===== src/rtl/uart_byte_rx.sv =====
// 8N1 UART receiver: two-flop input synchronizer, mid-bit sampling FSM,
// one-cycle data_valid / frame_error strobes and a held output byte.
module uart_byte_rx #(
  parameter int CLKS_PER_BIT = 10417,
  parameter int CNT_W        = 14
) (
  input  logic       uart_clk,
  input  logic       rst,
  input  logic       rx,
  output logic       data_valid,
  output logic [7:0] data_receive,
  output logic       frame_error,
  output logic       busy
);

  localparam logic [2:0] IDLE  = 3'd0;
  localparam logic [2:0] START = 3'd1;
  localparam logic [2:0] DATA  = 3'd2;
  localparam logic [2:0] STOP  = 3'd3;
  localparam logic [2:0] BREAK = 3'd4;

  localparam logic [CNT_W-1:0] HALF_LAST = CNT_W'(CLKS_PER_BIT / 2 - 1);
  localparam logic [CNT_W-1:0] BIT_LAST  = CNT_W'(CLKS_PER_BIT - 1);
  localparam logic [CNT_W-1:0] CNT_ONE   = CNT_W'(1);

  logic [1:0]       sync_reg;
  logic             rx_s;
  logic [2:0]       state_reg, state_next;
  logic [CNT_W-1:0] cnt_reg, cnt_next;
  logic [2:0]       idx_reg, idx_next;
  logic [7:0]       shift_reg, shift_next;
  logic [7:0]       data_reg, data_next;
  logic             dv_reg, dv_next;
  logic             fe_reg, fe_next;
  logic             data_sample;

  assign rx_s = sync_reg[1];

  always_comb begin
    state_next  = state_reg;
    cnt_next    = cnt_reg;
    idx_next    = idx_reg;
    dv_next     = 1'b0;
    fe_next     = 1'b0;
    data_sample = 1'b0;
    case (state_reg)
      IDLE: begin
        if (!rx_s) begin
          state_next = START;
          cnt_next   = '0;
        end
      end
      START: begin
        // A start bit that is high again at its midpoint is treated as a glitch.
        if (cnt_reg == HALF_LAST) begin
          cnt_next   = '0;
          idx_next   = '0;
          state_next = rx_s ? IDLE : DATA;
        end else begin
          cnt_next = cnt_reg + CNT_ONE;
        end
      end
      DATA: begin
        if (cnt_reg == BIT_LAST) begin
          cnt_next    = '0;
          data_sample = 1'b1;
          idx_next    = idx_reg + 3'd1;
          if (idx_reg == 3'd7) begin
            state_next = STOP;
          end
        end else begin
          cnt_next = cnt_reg + CNT_ONE;
        end
      end
      STOP: begin
        // Leaving at mid stop bit gives half a bit of slack for the next start edge.
        if (cnt_reg == BIT_LAST) begin
          cnt_next = '0;
          if (rx_s) begin
            dv_next    = 1'b1;
            state_next = IDLE;
          end else begin
            fe_next    = 1'b1;
            state_next = BREAK;
          end
        end else begin
          cnt_next = cnt_reg + CNT_ONE;
        end
      end
      BREAK: begin
        if (rx_s) begin
          state_next = IDLE;
        end
      end
      default: begin
        state_next = IDLE;
        cnt_next   = '0;
      end
    endcase
  end

  genvar gi;
  generate
    for (gi = 0; gi < 8; gi++) begin : g_shift
      assign shift_next[gi] = (data_sample && (idx_reg == 3'(gi))) ? rx_s : shift_reg[gi];
    end
  endgenerate

  assign data_next = dv_next ? shift_reg : data_reg;

  always_ff @(posedge uart_clk) begin
    if (rst) begin
      sync_reg  <= 2'b11;
      state_reg <= IDLE;
      cnt_reg   <= '0;
      idx_reg   <= '0;
      shift_reg <= 8'h00;
      data_reg  <= 8'h00;
      dv_reg    <= 1'b0;
      fe_reg    <= 1'b0;
    end else begin
      sync_reg  <= {sync_reg[0], rx};
      state_reg <= state_next;
      cnt_reg   <= cnt_next;
      idx_reg   <= idx_next;
      shift_reg <= shift_next;
      data_reg  <= data_next;
      dv_reg    <= dv_next;
      fe_reg    <= fe_next;
    end
  end

  assign data_valid   = dv_reg;
  assign frame_error  = fe_reg;
  assign data_receive = data_reg;
  assign busy         = (state_reg != IDLE);

endmodule


===== config.mk =====
export PLATFORM = sky130hd
export DESIGN_NAME = uart_byte_rx
export DESIGN_NICKNAME = d
export VERILOG_FILES = /design/src/rtl/uart_byte_rx.sv
export SDC_FILE = /design/constraint.sdc
export NUM_CORES = 1
export LEC_CHECK = 0
export CORE_UTILIZATION = 58
export DETAILED_ROUTE_END_ITERATION = 10
export HOLD_SLACK_MARGIN = 0.06
export PLACE_DENSITY = 0.79
export SETUP_SLACK_MARGIN = 0.4
export SYNTH_ARGS = -nofsm -noshare
export SYNTH_HDL_FRONTEND = slang
export SYNTH_SLANG_ARGS = --single-unit
export TNS_END_PERCENT = 5

===== constraint.sdc =====
create_clock -name uart_clk -period 1.95 [get_ports uart_clk]
set_input_delay 0.195 -clock uart_clk [delete_from_list [all_inputs] [get_ports uart_clk]]
set_output_delay 0.195 -clock uart_clk [all_outputs]
set_load 0.005 [all_outputs]

After elaboration in Yosys (flattened, before gate mapping):

Cells that the tools add are included.

* $add $sub $neg: 2
* equality and inequality tests: 19
* muxes and demuxes: 22
* bitwise operators: 3
* reductions and logical operators: 17

Operators with widths (number)
* 14-bit one-hot mux with 4 select lines: 1
* 14-bit two-way mux: 3
* 3-bit two-way mux: 9
* 3-bit == test (second input constant): 5
* 3-bit one-hot mux with 5 select lines: 1
* 14-bit by 1-bit adder with 14-bit output (second input constant): 1
* 14-bit by 13-bit == test with 1-bit output (second input constant): 1
* 14-bit == test (second input constant): 1
* 3-bit by 2-bit == test with 1-bit output (second input constant): 4
* 2-bit != test (second input constant): 6
* 1-bit logical AND: 8
* 3-bit by 1-bit == test with 1-bit output (second input constant): 2
* 3-bit logical NOT: 2
* 1-bit two-way mux: 6
* 3-bit one-hot mux with 2 select lines: 1
* 6-bit AND reduction: 1
* 3-bit by 1-bit adder with 3-bit output (second input constant): 1
* 1-bit inverter: 3
* 3-bit AND reduction: 1
* 3-bit nonzero test: 1
* 3-bit OR reduction: 1
* 2-bit two-way mux: 1
* 2-bit AND reduction: 1
* 2-bit nonzero test: 1
* 2-bit OR reduction: 1

* register bits: 40
* input port bits: 3
* output and inout bits: 11
* logic and storage cells: 78

Logic depth before layout (Yosys ltp):

* depth after elaboration: 4
* gate-level depth with buffers: 8

Worst setup path after synthesis:

OpenSTA, ideal clock, no wires.

* kind: reg-to-reg
* start point: reg cnt_reg[0]
* end point: reg cnt_reg[13]
* library setup time: 0.074 ns
* arrival time: 1.676 ns
* data required time: 1.876 ns
* path slack: 0.199 ns
* stages on the path, launching flop included: 8
* path buffers: 0
* period minus slack after synthesis: 1.751 ns
* cell sequence: dfxtp_1 inv_1 ha_1 and4bb_1 nand4_4 a22oi_2 or4_1 a31oi_1

* longest elaborated chain between the ends: 3
* elaborated cells between the ends (all ways): 6

RTL lines
* start: declaration: line 29 `logic [CNT_W-1:0] cnt_reg, cnt_next;`
* start signal: assignment: line 124 `cnt_reg <= cnt_next;`
* 14-bit by 1-bit adder with 14-bit output, or another cell as far along: line 60, 72, 87
* 14-bit two-way mux (on tied branches): line 64, 77, 55
* 14-bit one-hot mux with 4 select lines *: line 46 `case (state_reg)`

Every way passes the cells marked *; elsewhere a longest branch is shown, timed or not.
A chain may end at the register's enable or synchronous reset.

Final worst setup path:

* start point: reg cnt_reg[0]
* end point: reg cnt_reg[3]

Same word-level chain as after synthesis.

==> out/qor.txt <==
run status: finished clean
Port Buffer Count: 13
top_reg_cell synth: dfxtp_1
first-pass GRT wire length: 7245 µm
Mapped Avg Cell Area: 8.876 µm²
WL per Instance: 14.46 µm
reg2reg setup slack: 0.07 ns
final instance area: 2576 µm²
worst-path fanout max: 4
dpl hpwl: 3077 µm
final hold viol count: 0
Most common cell on crit path: buf_4
R2R depth: 9
critical path's slowest cell: dfxtp_2
H-Tree Depth: 2
Lkg Pwr: 1.009 nW
WS Path Type: reg -> reg
reg-to-reg startpoint: cnt_reg[0]
measured slew at the worst slew-check pin: 0.6250 ns
RSZ-0062 raised after global routing: true
DP Area: 2399 µm²
cts bufs inserted: 5
Overflow after GRT: 0
final WL: 4628 µm
DR vias/cell: 5.766
max frequency: 533.0 MHz
Synth cell types: 47
Mapped Area: 2077 µm²
clock slew at reported path FFs: 0.13 ns
drt pass-1 iters: 4
initial core utilization: 61.28%
most frequent cells in the layout: 38 x dfxtp_1, 27 x nor2_1, 27 x buf_4
Critical Path Start Type: flop
pin count of the biggest net entering global routing: 23
initial antenna violation count: 0
die height: 61.84 µm
Cells after Synth: 234
die area: 3824 µm²
diodes inserted: 0
DR iter-0 viols: 160
CP required: 2.25 ns
post-route setup TNS: 0 ns
synth warn: 0
vias in the first global route: 1,571
Hold Buf Count CTS: 0
final period utilization: 96.21%
min-delay src: rx
CP Cell Sequence: inv_2 > ha_2 > and4bb_2 > nand4_4 > a22oi_2 > buf_4 > buf_4 > or3_1 > a31oi_1
via count: 1,845
nets: 284
Area Growth Syn to Fin: 24.04%
post-synthesis sequential area ratio: 38.55%
max_cap viols: 0
max reg flops: 14
final core occ: 76.01%
share of cells above drive strength 1: 21.90%
Crit path largest cell delay: 0.38 ns
Tmin final: 1.876 ns
hold endpoint: sync_reg[0]
CTS tree: yes
maximum vdd drop: 0.0005149 V
Die X: 61.84 µm
syn nets: 245
boundary pin count: 14
GRT Util Overall: 26.03%
clk root buf: clkbuf_4
Hold Crit Class: in -> reg
relative slew slack: 57.95%
CORE AREA: 3390 µm²
Worst-Skew Late Latency: 0.37 ns
synthesized flop and latch total: 40
final-report setup violation count: 0
Power, Total: 2.102 mW
worst reg2reg endpoint: cnt_reg[3]
Bufs on Longest Clock Path: 2
CTS sink count: 40
fill count: 229
pwr dens: 816.0 nW/µm²
number of synthesized flops with an enable pin: 0
Async S/R FF share, synth: 0%
gpl congestion: 0.8440
Hold Crit Depth: 2
Worst EP arrival: 2.18 ns
Critical Path End Type: flop
num rows: 21
Final ANT Viol Nets: 0
worst clock skew: 0.02055 ns
commonest non-fill, non-tap cell in the layout: dfxtp_1
Residual DRC: 0
Slew Viols, Final: 0
==> metal layers <==
layer  vias to the layer above  GRT usage (%)  routed length, µm
met3                        10          4.348                193
met4                         0          11.43                101
met1                       860          34.99               2193
met5                         -              0                  0
met2                        48          41.17               2141
li1                        927              -                  -
==> kinds of logic (layout without fill, tap and decap cells) <==
kind of cell | after synthesis | in the layout | share of synthesized area (%)
multiplexers | 17 | 17 | 8.193
adder cells (fa/ha/maj) | 8 | 8 | 4.819
AO/OA/AOI/OAI | 37 | 37 | 13.67
XOR/XNOR | 1 | 1 | 0.4218
AND/OR/NAND/NOR | 113 | 113 | 30.60
flip-flops | 40 | 40 | 38.55
buffers and inverters | 18 | 58 | 3.735
==> cells in the mapped netlist (2+ instances only) <==
cell type | count | share of area (%)
a211o_1 | 4 | 1.7
a21oi_1 | 5 | 1.2
a22o_1 | 6 | 2.5
a31oi_1 | 4 | 1.2
and4bb_1 | 2 | 1.2
buf_2 | 2 | 0.48
buf_4 | 2 | 0.72
clkbuf_1 | 6 | 1.1
dfxtp_1 | 40 | 39
ha_1 | 8 | 4.8
inv_1 | 7 | 1.3
mux2i_1 | 17 | 8.2
nand2_1 | 22 | 4.0
nand2b_1 | 4 | 1.2
nand3_1 | 13 | 3.1
nand4_1 | 4 | 1.2
nand4b_1 | 2 | 0.84
nor2_1 | 27 | 4.9
nor2b_1 | 5 | 1.5
nor3_1 | 7 | 1.7
nor3_2 | 2 | 0.96
nor4_1 | 4 | 1.2
o21ai_0 | 2 | 0.48
o21ai_1 | 3 | 0.72
o31ai_1 | 6 | 2.2
o41ai_2 | 2 | 1.6
or2_2 | 4 | 1.2
or3_1 | 5 | 1.5
==> through the flow <==
step           setup slack (ns)  instances  hold slack (ns)
4_1_cts                  0.1062        319           0.3773
3_3_place_gp            0.03275        304           0.3932
2_1_floorplan            0.2653        234           0.2988
3_5_place_dp           -0.03153        304           0.3963
5_1_grt               -0.007454        320           0.3724
6_report                0.07399        320           0.3892
==> worst max-delay path by stage <==
stage	start	cells after the start	slack, ns	to
2_1_floorplan	cnt_reg[0]	8	0.27	cnt_reg[5]
3_3_place_gp	cnt_reg[0]	7	0.03	cnt_reg[10]
3_5_place_dp	cnt_reg[0]	7	-0.03	cnt_reg[8]
4_1_cts	cnt_reg[1]	8	0.11	cnt_reg[13]
5_1_grt	cnt_reg[1]	8	-0.007	cnt_reg[13]
6_report	cnt_reg[0]	9	0.07	cnt_reg[3]
==> power breakdown <==
part	switching, mW	internal (mW)	leakage, nW
Combinational	0.323	0.316	0.643
Clock	0.303	0.274	0.0418
Sequential	0.0408	0.846	0.324
Total	0.667	1.44	1.01
==> area by class of cell <==
type                       instances  area, µm²  area share, %
tap                               46      57.56          2.234
inverter                           7      26.28          1.020
timing repair buffer              43      392.9          15.25
sequential                        40      803.3          31.18
multi-input combinational        176       1212          47.06
clock buffer                       5      37.54          1.457
clock inverter                     3      46.29          1.797
==> worst max-delay path, delay by kind of cell, from the launching register on <==
family / cells / cell delay (ns)
simple gates: 3 / 0.68
flops: 1 / 0.38
buf+inv: 3 / 0.33
compound gates: 2 / 0.27
fa+ha+maj: 1 / 0.15
==> what timing repair did <==
item                       4_1_cts  5_1_grt
resized for setup                3        2
pin swaps                        4        2
setup endpoints to repair       39       39
buffers inserted                 7        1
cloned                           0        0
(Power assumes the default switching activity.)
